$ cat config.mk
export PLATFORM = sky130hd
export DESIGN_NAME = gray_counter
export DESIGN_NICKNAME = d
export VERILOG_FILES = /design/src/rtl/gray_pkg.sv /design/src/rtl/gray_counter_gray2bin_dec.sv /design/src/rtl/gray_counter.sv
export SDC_FILE = /design/constraint.sdc
export NUM_CORES = 1
export LEC_CHECK = 0
export ABC_AREA = 0
export BUFFER_PORTS_ARGS = -buffer_cell sky130_fd_sc_hd__buf_2
export CELL_PAD_IN_SITES_DETAIL_PLACEMENT = 1
export CELL_PAD_IN_SITES_GLOBAL_PLACEMENT = 1
export CORE_AREA = 2 2 41 43
export DETAILED_ROUTE_END_ITERATION = 10
export DIE_AREA = 0 0 43 45
export PLACE_DENSITY_LB_ADDON = 0.1
export SETUP_SLACK_MARGIN = 0.2
export SYNTH_ARGS = -nofsm -noshare
export SYNTH_HDL_FRONTEND = slang
export SYNTH_SLANG_ARGS = --single-unit
$ cat constraint.sdc
create_clock -name clk -period 4.8 [get_ports clk]
set_input_delay 0.96 -clock clk [delete_from_list [all_inputs] [get_ports clk]]
set_output_delay 0.96 -clock clk [all_outputs]
set_load 0.01 [all_outputs]
$ cat src/rtl/gray_pkg.sv
// Shared Gray-code helpers for counters and FIFO pointer synchronisers.
// Contents: gray_word_t (widest supported word), cnt_op_e (counter operation),
// bin2gray / gray2bin / max_val functions. Widths up to GRAY_MAX_W bits;
// narrower values are zero-extended into a gray_word_t before the call.
package gray_pkg;

    localparam int unsigned GRAY_MAX_W = 32;

    typedef logic [GRAY_MAX_W-1:0] gray_word_t;

    // Operation selected by the counter for the current cycle
    typedef enum logic [1:0] {
        OP_HOLD = 2'd0,
        OP_LOAD = 2'd1,
        OP_INC  = 2'd2,
        OP_DEC  = 2'd3
    } cnt_op_e;

    // Binary to Gray; zero upper bits make it valid for any width
    function automatic gray_word_t bin2gray(input gray_word_t b);
        return b ^ (b >> 1);
    endfunction

    // Gray to binary: each binary bit is the XOR of all Gray bits at or above it
    function automatic gray_word_t gray2bin(input gray_word_t g);
        gray_word_t b;
        b[GRAY_MAX_W-1] = g[GRAY_MAX_W-1];
        for (int i = GRAY_MAX_W - 2; i >= 0; i--) begin
            b[i] = b[i+1] ^ g[i];
        end
        return b;
    endfunction

    // All-ones value of a w-bit counter, 1 <= w <= GRAY_MAX_W
    function automatic gray_word_t max_val(input int unsigned w);
        gray_word_t m;
        m = '1;
        return m >> (GRAY_MAX_W - w);
    endfunction

endpackage

$ cat src/rtl/gray_counter_gray2bin_dec.sv
// Combinational WIDTH-bit Gray-to-binary decoder (load path, pointer synchronisers).
// Ports: i_gray - Gray-coded input; o_bin - binary equivalent.
module gray2bin_dec
    import gray_pkg::*;
#(
    parameter int unsigned WIDTH = 4
) (
    input  logic [WIDTH-1:0] i_gray,
    output logic [WIDTH-1:0] o_bin
);

    assign o_bin = WIDTH'(gray2bin(gray_word_t'(i_gray)));

endmodule

$ cat src/rtl/gray_counter.sv
// Up/down binary counter with registered binary and Gray views, wrap or
// saturate at the bounds, and a registered terminal-count pulse.
// Optional feature macro: GRAY_CNT_LOAD_EN adds load/load_gray and the decoder.
// Ports:
//   clk, rst     - clock, synchronous active-high reset
//   en, up       - count enable, direction (1 = increment)
//   load         - load request (GRAY_CNT_LOAD_EN only)
//   load_gray    - Gray value to load (GRAY_CNT_LOAD_EN only)
//   bin, grey    - registered binary count and its Gray code
//   tc           - registered pulse on each boundary wrap / blocked step
//   at_max/at_min- combinational bound flags from bin
module gray_counter
    import gray_pkg::*;
#(
    parameter int unsigned WIDTH   = 4,
    parameter bit          WRAP    = 1'b1,
    parameter int unsigned RST_VAL = 0
) (
    input  logic             clk,
    input  logic             rst,
    input  logic             en,
    input  logic             up,
`ifdef GRAY_CNT_LOAD_EN
    input  logic             load,
    input  logic [WIDTH-1:0] load_gray,
`endif
    output logic [WIDTH-1:0] bin,
    output logic [WIDTH-1:0] grey,
    output logic             tc,
    output logic             at_max,
    output logic             at_min
);

    localparam logic [WIDTH-1:0] MAX_VAL  = WIDTH'(max_val(WIDTH));
    localparam logic [WIDTH-1:0] RST_BIN  = WIDTH'(RST_VAL);
    localparam logic [WIDTH-1:0] RST_GRAY = WIDTH'(bin2gray(gray_word_t'(RST_BIN)));

    logic [WIDTH-1:0] r_bin;
    logic [WIDTH-1:0] r_grey;
    logic             r_tc;

    cnt_op_e          w_op;
    logic [WIDTH-1:0] w_next_bin;
    logic [WIDTH-1:0] w_next_grey;
    logic             w_next_tc;
    logic             w_at_max;
    logic             w_at_min;

`ifdef GRAY_CNT_LOAD_EN
    logic [WIDTH-1:0] w_load_bin;

    gray2bin_dec #(
        .WIDTH (WIDTH)
    ) u_dec (
        .i_gray (load_gray),
        .o_bin  (w_load_bin)
    );
`endif

    assign w_at_max = (r_bin == MAX_VAL);
    assign w_at_min = (r_bin == '0);

    // Operation decode; the later load assignment gives load priority over en
    always_comb begin
        w_op = OP_HOLD;
        if (en) begin
            w_op = up ? OP_INC : OP_DEC;
        end
`ifdef GRAY_CNT_LOAD_EN
        if (load) begin
            w_op = OP_LOAD;
        end
`endif
    end

    // Next count; bound decision comes from the current value, not a carry
    always_comb begin
        w_next_bin = r_bin;
        w_next_tc  = 1'b0;
        case (w_op)
            OP_INC: begin
                if (w_at_max) begin
                    w_next_tc = 1'b1;
                    if (WRAP) w_next_bin = '0;
                end else begin
                    w_next_bin = r_bin + WIDTH'(1);
                end
            end
            OP_DEC: begin
                if (w_at_min) begin
                    w_next_tc = 1'b1;
                    if (WRAP) w_next_bin = MAX_VAL;
                end else begin
                    w_next_bin = r_bin - WIDTH'(1);
                end
            end
            default: ;
        endcase
        // Gray register is fed from the next count so its output never glitches
        w_next_grey = WIDTH'(bin2gray(gray_word_t'(w_next_bin)));
`ifdef GRAY_CNT_LOAD_EN
        if (w_op == OP_LOAD) begin
            w_next_bin  = w_load_bin;
            w_next_grey = load_gray;
        end
`endif
    end

    // Count, Gray and terminal-count registers
    always_ff @(posedge clk) begin
        if (rst) begin
            r_bin  <= RST_BIN;
            r_grey <= RST_GRAY;
            r_tc   <= 1'b0;
        end else begin
            r_bin  <= w_next_bin;
            r_grey <= w_next_grey;
            r_tc   <= w_next_tc;
        end
    end

    assign bin    = r_bin;
    assign grey   = r_grey;
    assign tc     = r_tc;
    assign at_max = w_at_max;
    assign at_min = w_at_min;

endmodule

==> metrics.md <==
| Metric | Value |
|---|---|
| CP Max Fanout | 7 |
| 1st-pass router iterations | 2 |
| R2r endpoint | grey[1] |
| Placeable Area | between 0.001 and 0.0015 mm2 |
| WL per Instance | between 10 and 15 um |
| Sequential cell area fraction in the yosys report | 0.3232 |
| Finish-stage setup viols | 0 |
| ANT cells | 0 |
| Max-slew violation count | 0 |
| MaxCap Viol Count | 0 |
| Initial antenna violation count | 0 |
| Crit path required time | ~3800 ps |
| Fin. Hold Viols | 0 |
| Share of cells above drive strength 1 | 0.3043 |
| Vias in the first global route | 423 |
| Commonest non-fill, non-tap cells in the layout | buf_2, dfxtp_1, nor2_1 |
| Clk pin slew, worst setup/hold paths | roughly 60 ps |
| Tot GR Track Use | 0.1286 |
| RSZ-0062 raised after global routing | false |
| Hold endpoint | bin[1] |
| Area grow syn2layout | 16.41% |
| # DRC | 0 |
| Fill cell count | ~190 |
| Max VDD drop | about 0.12 mV |
| Synth Cell Area | around 500 um2 |
| Worst min-delay path class | reg -> reg |
| CP endpoint kind | output pin |
| Final HPWL DP | 866.7 um |
| Most common cell after layout, fill and taps aside | buf_2 |
| Pin count of the biggest net entering global routing | 12 |
| Post-route cell area | approximately 580 um2 |
| Nets | 77 |
| Final Skew | 4.003 ps |
| Sequential cell area | roughly 160 um2 |
| Hold_buf cts | 0 |
| Status | complete, no violations |
| GRT Residual Overflow | 0 |
| Postcts setup bufs | 0 |
| R2R cell count | 6 |
| Fin crit share | 0.4724 |
| Clk_lat worst skew | ~250 ps |
| Hold path depth | 2 |
| Post-Syn Nets | 62 |
| # IOs | 15 |
| FMAX | between 400 and 500 MHz |
| Die area | ~0.0019 mm2 |
| Least-Margin Pin Slew | 357.6 ps |
| TNS Setup | 0 ps |
| Post-CTS sizing | 0 |
| Post-route ant nets | 0 |
| I/O Buffers | 14 |
| CTS max path bufs | 2 |
| Starting Density | 0.3367 |
| Placer Congestion | between 0.7 and 0.8 |
| Worst setup SP type | flop |
| P_leak | ~0.28 nW |
| Vias per cell | between 5 and 6 |
| Max transition margin | 0.7548 |
| Chip width | approximately 43 um |
| Placed Area | 554.3 um2 |
| #FFs+latches synth | 8 |
| Routed wire length | around 1.1 mm |
| Row count | 14 |
| Iteration-0 DRC count of the detailed router | 4 |
| Critical path data arrival time | roughly 1300 ps |
| Cells after synthesis | 56 |
| Hold path start | bin[1] |
| Die height | ~45 um |
| Syn avg cell area | ~9 um2 |
| Global-route wire length before repair | ~1.9 mm |
| TritonCTS clock tree | done |
| Clock Root Buffer | clkbuf_4 |
| Reg2Reg Setup Slack | 3100 ps |
| Area of the multi-input gates | approximately 290 um2 |
| Htree depth | 1 |
| TritonCTS Sinks | 8 |
| CTS buffer count | 3 |
| Synthesis Warnings | 0 |
| Cell Pwr Density | 339.0 mW/mm2 |
| Post-synthesis cell type count | 27 |
| Min Tclk post-route | around 2300 ps |
| Reg2reg start | bin[0] |
| Critical path class | reg -> out |
| Via count | between 400 and 500 |
cell usage after synthesis (all sizes together):
cell | number | share of area
or3b | 1 | 0.018
nand2b | 1 | 0.013
nand2 | 2 | 0.015
nor3 | 2 | 0.020
dfxtp | 8 | 0.32
a31oi | 1 | 0.043
a211oi | 2 | 0.030
and2 | 1 | 0.013
buf | 4 | 0.063
inv | 5 | 0.038
and3 | 1 | 0.013
xnor2 | 2 | 0.035
mux2i | 4 | 0.081
nor3b | 1 | 0.015
nand3 | 2 | 0.020
ha | 2 | 0.050
a21oi | 2 | 0.028
o21ai | 3 | 0.030
or3 | 2 | 0.025
nor2 | 6 | 0.045
a41o | 1 | 0.020
xor2 | 1 | 0.018
or4b | 1 | 0.028
o21a | 1 | 0.015
sequential cells by signal, summed over array words and instances (netlist names):
register  flops
bin           4
grey          3
tc            1
area by class of cell:
class                           count  share of cell area
Inverter                            5             0.03254
Multi-Input combinational cell     39              0.4946
Timing Repair Buffer               14              0.1215
Clock buffer                        3             0.03905
Tap cell                           16             0.03471
Sequential cell                     8              0.2777
report_power, final:
group / internal, mW / switching [mW]
logic: 0.0281 / 0.0320
clock network: 0.0286 / 0.0226
registers: 0.0751 / 0.00913
total: 0.132 / 0.0637
kinds of logic after synthesis:
group / count (synthesis) / synth area share
mux: 4 / 0.08081
simple gates: 20 / 0.2248
compound gates: 10 / 0.1666
flops: 8 / 0.3232
buf+inv: 9 / 0.1010
xor+xnor: 3 / 0.05304
fa+ha+maj: 2 / 0.05050
critical path, cell delays in order, from the launching register on:
cell and delay, ps:
dfxtp_1 450, inv_1 80, ha_1 230, nor3b_1 140, buf_2 150
per-stage QoR:
| stage | worst slack [ps] | std cells | power (mW) | hold slack (ps) | util |
|---|---|---|---|---|---|
| after floorplan | 2667 | 56 | 0.1293 | 689.2 | - |
| after global placement | 2573 | 82 | 0.1459 | 734.3 | 0.3767 |
| after detailed placement | 2557 | 82 | 0.1469 | 754.3 | 0.3767 |
| after CTS | 2519 | 85 | 0.1988 | 779.4 | 0.3920 |
| after global routing | 2437 | 85 | 0.2114 | 835.6 | 0.3920 |
| final | 2532 | 85 | 0.1955 | 758.0 | 0.3920 |
worst max path at each step:
stage | from | to | cells after the start
6_report | bin[0] | at_min | 4
5_1_grt | bin[0] | at_min | 4
4_1_cts | bin[0] | at_min | 4
3_5_place_dp | up | grey[0] | 5
3_3_place_gp | up | grey[0] | 5
2_1_floorplan | up | grey[0] | 5
metal layers:
metal | vias up | track usage | part of all wire
met5 | - | 0 | 0
met4 | 0 | 0.03636 | 0
met3 | 0 | 0.04000 | 0.061
li1 | 219 | - | -
met1 | 205 | 0.1659 | 0.49
met2 | 10 | 0.2091 | 0.45
(Power assumes the default switching activity.)
